**src/rtl/btn_pkg.sv**
```systemverilog
// rtl/btn_pkg.sv - shared types and helpers for the button conditioner
package btn_pkg;

    typedef enum logic {RPT_FIRST, RPT_RATE} rpt_phase_t;

    // Width holding values 0..n-1; never narrower than one bit.
    function automatic int cnt_w(input int n);
        return (n < 2) ? 1 : $clog2(n);
    endfunction

endpackage

```
**src/rtl/btn_debounce_ch.sv**
```systemverilog
// rtl/btn_debounce_ch.sv - one button channel: synchroniser, stability counter,
// press/release strobes and optional auto-repeat
module btn_debounce_ch
    import btn_pkg::*;
#(
    parameter int STABLE_CYC   = 100_000,
    parameter int REPEAT_EN    = 1,
    parameter int REPEAT_DELAY = 50_000_000,
    parameter int REPEAT_RATE  = 10_000_000
) (
    input  logic clk,
    input  logic rst,
    input  logic btn_in,
    output logic btn_level,
    output logic btn_press,
    output logic btn_release,
    output logic btn_repeat
);

    localparam int CW = cnt_w(STABLE_CYC + 1);
    localparam logic [CW-1:0] CNT_LAST = CW'(STABLE_CYC - 1);

    logic          s0;
    logic          s1;
    logic [CW-1:0] cnt;
    logic          accept;

    // The synchronised input has disagreed with the level long enough to flip it.
    assign accept = (s1 != btn_level) && (cnt == CNT_LAST);

    always_ff @(posedge clk or posedge rst) begin
        if (rst) begin
            s0          <= 1'b0;
            s1          <= 1'b0;
            cnt         <= '0;
            btn_level   <= 1'b0;
            btn_press   <= 1'b0;
            btn_release <= 1'b0;
        end else begin
            s0          <= btn_in;
            s1          <= s0;
            btn_press   <= 1'b0;
            btn_release <= 1'b0;
            if (s1 == btn_level) begin
                cnt <= '0;
            end else if (accept) begin
                btn_level   <= s1;
                cnt         <= '0;
                btn_press   <= s1;
                btn_release <= ~s1;
            end else begin
                cnt <= cnt + 1'b1;
            end
        end
    end

    if (REPEAT_EN != 0) begin : g_rpt
        localparam int HMAX = (REPEAT_DELAY > REPEAT_RATE) ? REPEAT_DELAY : REPEAT_RATE;
        localparam int HW   = cnt_w(HMAX);
        localparam logic [HW-1:0] DLY_LAST  = HW'(REPEAT_DELAY - 1);
        localparam logic [HW-1:0] RATE_LAST = HW'(REPEAT_RATE - 1);

        logic [HW-1:0] hold_cnt;
        rpt_phase_t    phase;

        // An accept while the level is high is a release, so no repeat can coincide with it.
        always_ff @(posedge clk or posedge rst) begin
            if (rst) begin
                hold_cnt   <= '0;
                phase      <= RPT_FIRST;
                btn_repeat <= 1'b0;
            end else begin
                btn_repeat <= 1'b0;
                if (accept) begin
                    hold_cnt <= '0;
                    phase    <= RPT_FIRST;
                end else if (btn_level) begin
                    if (phase == RPT_FIRST && hold_cnt == DLY_LAST) begin
                        btn_repeat <= 1'b1;
                        hold_cnt   <= '0;
                        phase      <= RPT_RATE;
                    end else if (phase == RPT_RATE && hold_cnt == RATE_LAST) begin
                        btn_repeat <= 1'b1;
                        hold_cnt   <= '0;
                    end else begin
                        hold_cnt <= hold_cnt + 1'b1;
                    end
                end else begin
                    hold_cnt <= '0;
                end
            end
        end
    end else begin : g_norpt
        assign btn_repeat = 1'b0;
    end

endmodule

```
**src/rtl/btn_debounce_array.sv**
```systemverilog
// rtl/btn_debounce_array.sv - N independent debounced button channels
module btn_debounce_array
    import btn_pkg::*;
#(
    parameter int N_CH         = 5,
    parameter int STABLE_CYC   = 100_000,
    parameter int REPEAT_EN    = 1,
    parameter int REPEAT_DELAY = 50_000_000,
    parameter int REPEAT_RATE  = 10_000_000
) (
    input  logic            clk,
    input  logic            rst,
    input  logic [N_CH-1:0] btn_in,
    output logic [N_CH-1:0] btn_level,
    output logic [N_CH-1:0] btn_press,
    output logic [N_CH-1:0] btn_release,
    output logic [N_CH-1:0] btn_repeat
);

    if (N_CH < 1 || STABLE_CYC < 1 || REPEAT_DELAY < 1 || REPEAT_RATE < 1) begin : g_bad_param
        $error("btn_debounce_array: all parameters must be >= 1");
    end

    for (genvar i = 0; i < N_CH; i++) begin : g_ch
        btn_debounce_ch #(
            .STABLE_CYC  (STABLE_CYC),
            .REPEAT_EN   (REPEAT_EN),
            .REPEAT_DELAY(REPEAT_DELAY),
            .REPEAT_RATE (REPEAT_RATE)
        ) u_ch (
            .clk        (clk),
            .rst        (rst),
            .btn_in     (btn_in[i]),
            .btn_level  (btn_level[i]),
            .btn_press  (btn_press[i]),
            .btn_release(btn_release[i]),
            .btn_repeat (btn_repeat[i])
        );
    end

endmodule

```
**config.mk**
```make
export PLATFORM = sky130hd
export DESIGN_NAME = btn_debounce_array
export DESIGN_NICKNAME = d
export VERILOG_FILES = /design/src/rtl/btn_pkg.sv /design/src/rtl/btn_debounce_ch.sv /design/src/rtl/btn_debounce_array.sv
export SDC_FILE = /design/constraint.sdc
export NUM_CORES = 1
export LEC_CHECK = 0
export ABC_AREA = 1
export ABC_CLOCK_PERIOD_IN_PS = 2300
export CAP_MARGIN = 20
export CORE_MARGIN = 1.5
export CORE_UTILIZATION = 50
export CTS_BUF_LIST = sky130_fd_sc_hd__clkbuf_4 sky130_fd_sc_hd__clkbuf_8 sky130_fd_sc_hd__clkbuf_16
export DETAILED_ROUTE_END_ITERATION = 10
export GPL_TIMING_DRIVEN = 0
export PLACE_DENSITY_LB_ADDON = 0.08
export SYNTH_ARGS = -nofsm -noshare
export SYNTH_HDL_FRONTEND = slang
export SYNTH_HIERARCHICAL = 1
export SYNTH_SLANG_ARGS = --single-unit
```
**constraint.sdc**
```tcl
create_clock -name clk -period 2.3 [get_ports clk]
set_input_delay 0.69 -clock clk [delete_from_list [all_inputs] [get_ports clk]]
set_output_delay 0.69 -clock clk [all_outputs]
set_load 0.03 [all_outputs]
```
=== Yosys cells after proc, flatten, opt, wreduce, memory -nomap -nowiden ===
Index checks and enable logic that the tools add are counted.

* Output and inout port bits: 20
* Bits in registers: 250

* $add $sub $neg: 10
* Muxes and demuxes: 85
* Eq/ne operators: 25
* Bitwise operators: 15
* Reductions and logical operators: 35

{| class="wikitable"
|+ Operator list
! kind !! count
|-
| two-way mux 26 bit || 20
|-
| two-way mux 17 bit || 10
|-
| adder 26 x 1 -> 26 bit (second input constant) || 5
|-
| == test 26 x 24 -> 1 bit (second input constant) || 5
|-
| == test 26 bit (second input constant) || 5
|-
| adder 17 x 1 -> 17 bit (second input constant) || 5
|-
| == test 17 bit (second input constant) || 5
|-
| two-way mux 1 bit || 55
|-
| AND reduction 2 bit || 10
|-
| nonzero test 2 bit || 10
|-
| logical AND 1 bit || 15
|-
| NOT 1 bit || 15
|-
| == test 1 bit || 5
|-
| inequality test 1 bit || 5
|}

=== Longest topological paths before layout ===
Gate-level depths: netlist of run 1.

* Word-level depth: 6
* Gate-level depth with buffers: 10
* Gate-level depth less buffers: 10

=== By module ===
The synthesis of run 1 kept the hierarchy.

{| class="wikitable"
|+ Modules (own cells, without submodules)
! module !! area an instance (sq um) !! cells each !! times used !! sequential area each (sq um)
|-
| btn_debounce_ch at g_ch[0].u_ch ... || 2711.4 || 343 || 4 || 1251.2
|-
| btn_debounce_ch at g_ch[1].u_ch || 2678.8 || 344 || 1 || 1251.2
|}

=== Worst setup path before layout of run 1 ===
No wires, ideal clock.

* Path kind: register to register
* Start point: register g_ch[1].u_ch.btn_level
* End point: register g_ch[1].u_ch.g_rpt.hold_cnt[11]
* Clock period less this slack: 1.556 ns
* Data arrival time: 1.436 ns
* Data required time: 2.180 ns
* Slack: 0.744 ns
* Stages on the path, launching flop included: 10
* Path through: dfrtp_1 > inv_1 > or2_1 > nand2_1 > nand3_2 > nand2_2 > inv_2 > nand3_4 > buf_6 > nor2_1

* Longest elaborated chain between the ends: 3
* Elaborated cells between the ends (all ways): 4
* Those cells by class: eq/ne: 1; mux: 2; reduce/logical: 1

{| class="wikitable"
|+ Ends and longest elaborated chain
! what !! line !! text
|-
| start: declaration || btn_debounce_ch.sv:14 || <nowiki>output logic btn_level,</nowiki>
|-
| start signal: assignment || btn_debounce_ch.sv:36 || <nowiki>btn_level <= 1'b0;</nowiki>
|-
| start signal: assignment || btn_debounce_ch.sv:47 || <nowiki>btn_level <= s1;</nowiki>
|-
| inequality test 1 bit || btn_debounce_ch.sv:29 || <nowiki>assign accept = (s1 != btn_level) && (cnt == CNT_LAST);</nowiki>
|-
| logical AND 1 bit || btn_debounce_ch.sv:29 ||
|-
| two-way mux 26 bit * || btn_debounce_ch.sv:74 || <nowiki>if (accept) begin</nowiki>
|-
| end signal: assignment || btn_debounce_ch.sv:86 || <nowiki>hold_cnt <= hold_cnt + 1'b1;</nowiki>
|-
| end: declaration || btn_debounce_ch.sv:63 || <nowiki>logic [HW-1:0] hold_cnt;</nowiki>
|}

Every way passes the cells marked *; elsewhere a longest branch is shown, timed or not.
A chain may end at the register's enable or synchronous reset.

=== Final worst setup path of run 1 ===
* Start point: register g_ch[3].u_ch.btn_press
* End point: output port btn_press[3]

{| class="wikitable"
|+ RTL lines
! what !! line !! text
|-
| start: declaration || btn_debounce_ch.sv:15 || <nowiki>output logic btn_press,</nowiki>
|-
| start signal: assignment || btn_debounce_ch.sv:37 || <nowiki>btn_press <= 1'b0;</nowiki>
|-
| start signal: assignment || btn_debounce_ch.sv:42 || <nowiki>btn_press <= 1'b0;</nowiki>
|-
| start signal: assignment || btn_debounce_ch.sv:49 || <nowiki>btn_press <= s1;</nowiki>
|-
| end: declaration || btn_debounce_array.sv:15 || <nowiki>output logic [N_CH-1:0] btn_press,</nowiki>
|}

No word-level cell between the ends.

==> impl_metrics.py, run 1 <==
metrics = {
    "grt": {
        "antenna_found_initial": 0,
        "grt_start_max_net_pins": 42,
        "grtUsageTotal_pct": 19.3,
        "grt-ovfl-total": 0,
        "grt_pass1_vias": 10153,
        "grt_pass1_wl_mm": 46.3,
    },
    "timing": {
        "maxSlewHeadroom_pct": 71.8,
        "finalSetupTns_ps": 0,
        "holdWs_ps": 346,
        "period_minus_slack_ps": 2220,
        "finalClockSkew_ps": 8.26,
        "rsz0062_at_grt": "no",
        "period_share_pct": 96.5,
        "tightestPinTransition_ps": 420,
        "finalMaxSlewViolations": 0,
        "hold_viol": 0,
        "max_freq_mhz": 451,
        "setup_viol_count_final": 0,
    },
    "critical_path": {
        "cp_cell_sequence": "clkdlybuf4s50_1",
        "endpoint_kind": "output port",
        "cp-start-kind": "register",
        "slowest_stage": "clkdlybuf4s50_1",
        "rr_worst_depth": 9,
        "critPathBufInv": 1,
        "cp.depth": 1,
        "critPathKind": "register to output port",
        "critPathMaxStageDelay_ps": 660,
        "worstPathMaxFanout": 1,
        "worst_ep_arrival_time_ps": 1530,
        "cp_top_family": "buffers and inverters",
        "required_ps": 1610,
    },
    "die": {
        "initial_utilization_pct": 50.6,
        "dieHeight_um": 167,
        "pin_count": 27,
        "dieArea_um2": 28000,
        "num_rows": 60,
        "die_w_um": 167,
        "coreArea_um2": 26700,
    },
    "placed_design": {
        "numPortBuffers": 26,
        "post-dp-hpwl_mm": 18.9,
        "place_congestion": 0.895,
    },
    "run": {
        "cap_violations": 0,
    },
    "clocking": {
        "clk_latency_ps": 530,
        "cts_max_level": 1,
        "clk_path_buf_depth": 3,
        "cts_sinks": 250,
        "cts_root_buffer": "clkbuf_16",
        "cts_made_buffers": 29,
        "cts_tree": "yes",
        "clkSlewWorstSetupHoldPaths_ps": 60,
        "holdBufCountCts": 0,
    },
    "power": {
        "powerDensity_nw_per_um2": 599,
        "p_total_mw": 9.15,
        "vdd_drop_max_uv": 482,
        "power_leakage_nw": 6.51,
    },
    "routing": {
        "drtIter0Drc": 551,
        "drt-total-wl_mm": 25.8,
        "avgRoutedWirePerCell_um": 12.1,
        "drtPass1Iterations": 5,
        "num_vias": 10446,
        "final_antenna_net_count": 0,
        "vias_per_cell": 4.88,
        "drc": 0,
    },
    "layout": {
        "syn2layout_area_growth_pct": 12.8,
        "diodes": 0,
        "fin_nets": 1800,
        "final_core_util_pct": 57.1,
        "drive_gt1_share_pct": 12.2,
    },
    "yosys": {
        "synth_fp_nets": 1738,
        "avgSynthCellArea_um2": 7.88,
        "yosysWarnings": 6,
        "yosysSeqAreaShare_pct": 46.3,
        "synth_top_area_share_pct": 46.3,
        "synthTopCellsByArea": "dfrtp_1 46%, nor2_1 11%, nand2_1 9.9%, xor2_1 5.8%, inv_1 5.0%",
        "synth_seq_cells": 250,
        "synth_top_area_cell": "dfrtp_1",
        "synth_area_um2": 13500,
        "synthesis.instances": 1716,
        "yosysUniqueCellTypes": 30,
    },
    "min_path": {
        "hold_depth": 0,
        "hp-class": "register to register",
    },
    "status": {
        "status": "finished, final reports clean",
    },
}
## worst paths after layout
check                                                         startpoint                                         to  slack (ps)
worst max-delay path                    g_ch[3].u_ch/btn_press$_DFF_PP0_                               btn_press[3]          80
worst min-delay path                           g_ch[1].u_ch/s0$_DFF_PP0_                  g_ch[1].u_ch/s1$_DFF_PP0_         350
worst max register to register  g_ch[0].u_ch/g_rpt.hold_cnt[0]$_DFF_PP0_  g_ch[0].u_ch/g_rpt.hold_cnt[12]$_DFF_PP0_         580
worst min register to register                 g_ch[1].u_ch/s0$_DFF_PP0_                  g_ch[1].u_ch/s1$_DFF_PP0_         350
max in group asynchronous                                            rst             g_ch[2].u_ch/cnt[11]$_DFF_PP0_        1020
min in group asynchronous                                            rst   g_ch[4].u_ch/g_rpt.hold_cnt[2]$_DFF_PP0_         700
## synth_stat cells, drive strengths merged
cell type / n
inv: 196
o21ai: 16
dfrtp: 250
nand3: 127
ha: 15
nor3: 36
and2: 1
a211oi: 5
a21oi: 30
nand2: 371
nor2: 490
xnor2: 40
xor2: 90
or2: 5
nor3b: 4
nand4: 28
nand3b: 2
buf: 10
## final cells by class
cell class | instances | area [um2]
inverters | 196 | 736
clock buffers | 40 | 865
flip-flops and latches | 250 | 6260
well taps | 341 | 427
plain buffers | 10 | 128
repair buffers | 31 | 354
clock inverters | 11 | 88.8
fillers | 2469 | 11500
multi-input cells | 1260 | 6400
## report_power, final
part           leakage [nW]  switching (mW)  internal, mW  total (mW)
clock                 0.483            1.77          2.72        4.49
combinational          2.57           0.147        0.0557       0.203
sequential             3.46          0.0229          4.43        4.45
## what timing repair did
item / CTS / global route
endpoints found under the setup margin: 5 / 0
resized for setup: 5 / 0
setup buffers: 0 / 0
## cells in the final DEF, fill, tap and decap left out, types with 6 or more instances in the layout
master,count
clkbuf_16,29
clkdlybuf4s50_1,21
o21ai_0,15
a21oi_1,30
clkinv_2,8
nand3_1,105
nor2_2,84
nand4_1,23
clkbuf_8,9
nand3_2,17
inv_1,176
dfrtp_1,250
xor2_1,90
inv_2,20
xnor2_1,40
nand2_2,15
nor3_1,30
buf_6,6
ha_1,15
nand2_1,356
nor2_1,405
## kinds of logic (layout without fill, tap and decap cells)
kind of cell / Yosys count / in the layout / synth area share, %
adder cells (fa/ha/maj): 15 / 15 / 1.39
flip-flops: 250 / 250 / 46.3
AO/OA/AOI/OAI: 51 / 51 / 1.98
buffers and inverters: 206 / 288 / 6.38
AND/OR/NAND/NOR: 1064 / 1064 / 35.6
XOR/XNOR: 130 / 130 / 8.42
## layer usage
metal / GRT usage [%] / vias up / share of wire, %
met4: 4.47 / 0 / 1.9
met5: 0 / - / 0
li1: - / 5446 / -
met2: 32.3 / 152 / 46
met1: 26.7 / 4811 / 49
met3: 2.48 / 37 / 3.2
## sequential cells by signal, summed over array words and instances (netlist names)
signal and flops:
g_ch.u_ch/s1 5, g_ch.u_ch/btn_repeat 5, g_ch.u_ch/g_rpt.hold_cnt 130, g_ch.u_ch/btn_press 5
g_ch.u_ch/s0 5, g_ch.u_ch/cnt 85, g_ch.u_ch/btn_level 5, g_ch.u_ch/g_rpt.phase 5
g_ch.u_ch/btn_release 5
## per-stage QoR
step,area [um2],setup slack [ps],std cells
after floorplan,13500,409,1716
after global placement,14200,-893,2083
after detailed placement,14300,396,2088
after CTS,15300,44.3,2139
after global routing,15300,19.1,2139
final,15300,80.5,2139
(Power assumes the default switching activity.)
==> run 2, diff against run 1 <==
--- a/config.mk
+++ b/config.mk
@@ -16,5 +16,4 @@
 export PLACE_DENSITY_LB_ADDON = 0.08
 export SYNTH_ARGS = -nofsm -noshare
 export SYNTH_HDL_FRONTEND = slang
-export SYNTH_HIERARCHICAL = 1
 export SYNTH_SLANG_ARGS = --single-unit
==> run 2 against run 1 <==
Effect of this change: hold slack improved by 2.1 ps; combinational power about the same; sequential cell count unchanged; clock skew is 14 ps higher; register-to-register slack got worse by 70 ps; setup slack improved by 31 ps; critical path depth increased by 1; via count is 2.7% higher; fmax rose by 1.4%; sequential share of layout area fell by 0.054 points; global-route usage grew 0.32 points; synthesized cell count up 1.9%; critical path type unchanged.
==> impl_metrics.py, run 2 <==
metrics = {
    "yosys": {
        "avgSynthCellArea_um2": 7.72,
        "yosysUniqueCellTypes": 34,
        "synth_area_um2": 13500,
        "synth_seq_cells": 250,
        "synth_fp_nets": 1771,
        "yosysMostFrequentCell": "nor2_1",
        "synth_commonest_cells": "417 x nor2_1, 363 x nand2_1, 250 x dfrtp_1",
        "async_flop_share_pct": 100,
        "yosysWarnings": 0,
        "ys.flop_type": "dfrtp_1",
        "synth_edf_count": 0,
        "synthesis.instances": 1749,
        "synth_top_area_share_pct": 46.4,
        "yosysSeqAreaShare_pct": 46.4,
        "synth_top_area_cell": "dfrtp_1",
        "synthTopCellsByArea": "dfrtp_1 46%, nor2_1 12%, nand2_1 10%, inv_1 5.4%, xor2_1 5.1%",
    },
    "clocking": {
        "clk_latency_ps": 550,
        "cts_tree": "yes",
        "holdBufCountCts": 0,
        "cts_max_level": 1,
        "cts_root_buffer": "clkbuf_16",
        "cts_sinks": 250,
        "clkSlewWorstSetupHoldPaths_ps": 60,
        "clk_path_buf_depth": 3,
        "cts_made_buffers": 28,
    },
    "grt": {
        "grtUsageTotal_pct": 19.6,
        "grt_start_max_net_pins": 43,
        "grt_pass1_wl_mm": 47.0,
        "antenna_found_initial": 0,
        "grt_pass1_vias": 10545,
        "grt-ovfl-total": 0,
    },
    "critical_path": {
        "endpoint_kind": "output port",
        "required_ps": 1610,
        "cp_cell_sequence": "buf_4 -> dlygate4sd2_1",
        "reg2reg_to": "g_ch[4].u_ch.g_rpt.hold_cnt[14]$_DFF_PP0_",
        "worstSetupStartpoint": "g_ch[2].u_ch.btn_level$_DFFE_PP0P_",
        "rr_worst_depth": 11,
        "cp.depth": 2,
        "worstPathMaxFanout": 6,
        "critPathBufInv": 2,
        "critPathMaxStageDelay_ps": 440,
        "cp_top_family": "buffers and inverters",
        "r2r_slack_ps": 510,
        "cp-start-kind": "register",
        "rr_startpoint": "g_ch[4].u_ch.cnt[0]$_DFF_PP0_",
        "critPathKind": "register to output port",
        "endpoint": "btn_level[2]",
        "worst_ep_arrival_time_ps": 1500,
        "slowest_stage": "dfrtp_1",
    },
    "die": {
        "initial_utilization_pct": 51.4,
        "dieArea_um2": 28000,
        "dieHeight_um": 167,
        "num_rows": 59,
        "die_w_um": 167,
        "coreArea_um2": 26300,
        "pin_count": 27,
    },
    "timing": {
        "setup_ws_ps": 112,
        "period_share_pct": 95.1,
        "rsz0062_at_grt": "no",
        "period_minus_slack_ps": 2190,
        "hold_viol": 0,
        "holdWs_ps": 349,
        "finalMaxSlewViolations": 0,
        "tightestPinTransition_ps": 535,
        "finalClockSkew_ps": 21.8,
        "setup_viol_count_final": 0,
        "max_freq_mhz": 457,
        "maxSlewHeadroom_pct": 64.2,
    },
    "layout": {
        "n_fill_cell": 2432,
        "largest_register_ffs": 130,
        "final_core_util_pct": 58.1,
        "multi_input_area_um2": 6210,
        "layoutNonFillerInstCount": 2168,
        "layout_common_cells": "417 x nor2_1, 363 x nand2_1, 250 x dfrtp_1, 194 x inv_1, 104 x nand3_1",
        "fin_nets": 1834,
        "reg.largest.list": "g_ch.u_ch.g_rpt.hold_cnt x130, g_ch.u_ch.cnt x85",
        "regArea_um2": 6260,
        "drive_gt1_share_pct": 9.60,
        "final_common_cell": "nor2_1",
        "diodes": 0,
        "final_area_um2": 15300,
        "syn2layout_area_growth_pct": 13.2,
        "max_flop_register": "g_ch.u_ch.g_rpt.hold_cnt",
    },
    "run": {
        "cap_violations": 0,
    },
    "routing": {
        "vias_per_cell": 4.95,
        "num_vias": 10732,
        "drc": 0,
        "avgRoutedWirePerCell_um": 12.0,
        "drtIter0Drc": 718,
        "final_antenna_net_count": 0,
        "drtPass1Iterations": 5,
        "drt-total-wl_mm": 25.9,
    },
    "placed_design": {
        "post-dp-hpwl_mm": 19.1,
        "preCtsSetupSlack_ps": -68.4,
        "place_area_um2": 14300,
        "numPortBuffers": 26,
        "place_congestion": 0.880,
        "post-place-cells": 2117,
    },
    "power": {
        "vdd_drop_max_uv": 722,
        "powerDensity_nw_per_um2": 611,
        "power_leakage_nw": 6.50,
    },
    "min_path": {
        "hp-class": "register to register",
    },
    "status": {
        "status": "finished, final reports clean",
    },
}
run 2: cell count changes after synthesis, sizes merged, moves of 3 or more:
cell	previous run	this run
xnor2	40	30
nor2	490	463
xor2	90	78
nor3	36	53
a211oi	5	1
nor3b	4	7
inv	196	201
nand2	371	383
o21ai	16	30
o21a	0	4
nand3	127	116
buf	10	30
a21oi	30	49
run 2: power by group:
| group | switching, mW | internal [mW] |
|---|---|---|
| registers | 0.0174 | 4.43 |
| logic | 0.144 | 0.0600 |
| clock network | 1.81 | 2.87 |
| total | 1.97 | 7.36 |
run 2: final cells by class:
cell class	count	share of cell area, %
inverter	201	4.96
clock inverter	15	1.26
timing repair buffer	33	2.46
clock buffer	36	5.18
buffer	30	1.82
tap	335	2.74
sequential	250	40.9
multi-input combinational	1268	40.6
run 2: how the worst min path moves through the flow:
stage / startpoint / end / slack [ps] / depth (start not counted)
floorplan: g_ch[0].u_ch.s0$_DFF_PP0_ / g_ch[0].u_ch.s1$_DFF_PP0_ / 330 / 0
global placement: g_ch[1].u_ch.s0$_DFF_PP0_ / g_ch[1].u_ch.s1$_DFF_PP0_ / 330 / 0
detailed placement: g_ch[4].u_ch.s0$_DFF_PP0_ / g_ch[4].u_ch.s1$_DFF_PP0_ / 340 / 0
CTS: g_ch[4].u_ch.s0$_DFF_PP0_ / g_ch[4].u_ch.s1$_DFF_PP0_ / 350 / 0
global route: g_ch[1].u_ch.s0$_DFF_PP0_ / g_ch[1].u_ch.s1$_DFF_PP0_ / 360 / 0
finish: g_ch[4].u_ch.s0$_DFF_PP0_ / g_ch[4].u_ch.s1$_DFF_PP0_ / 350 / 0
run 2: cells by family after synthesis:
group	after synthesis	synth area share (%)
xor+xnor	108	7.01
flops	250	46.4
buf+inv	231	7.65
fa+ha+maj	15	1.39
simple gates	1059	34.3
compound gates	86	3.32
run 2: worst reg2reg max path, stage by stage, from the launching register on:
cell and delay [ps]:
dfrtp_1 370, ha_1 180, nand2_1 60, inv_1 110, nand2_2 90, nor2_2 130
nand3_1 130, nand2_1 200, inv_2 70, nand3_4 110, buf_8 170, nor2_1 50
run 2: metrics by stage:
step	setup TNS [ps]	power (mW)
floorplan	-419430	4.66
global placement	-903070	4.71
detailed placement	-2760	4.74
CTS	0	9.51
global route	0	9.72
finish	0	9.34
run 2: routing by layer:
metal	part of all wire, %	track usage, %	wire [um]
met5	0	0	0
met4	1.8	4.82	476
met3	3.7	2.88	955
met2	45	32.4	11700
met1	49	27.2	12800
run 2: what timing repair did:
item / in CTS / in global routing
setup endpoints to repair: 20 / 0
buffers inserted: 0 / 0
gates resized for setup: 20 / 0
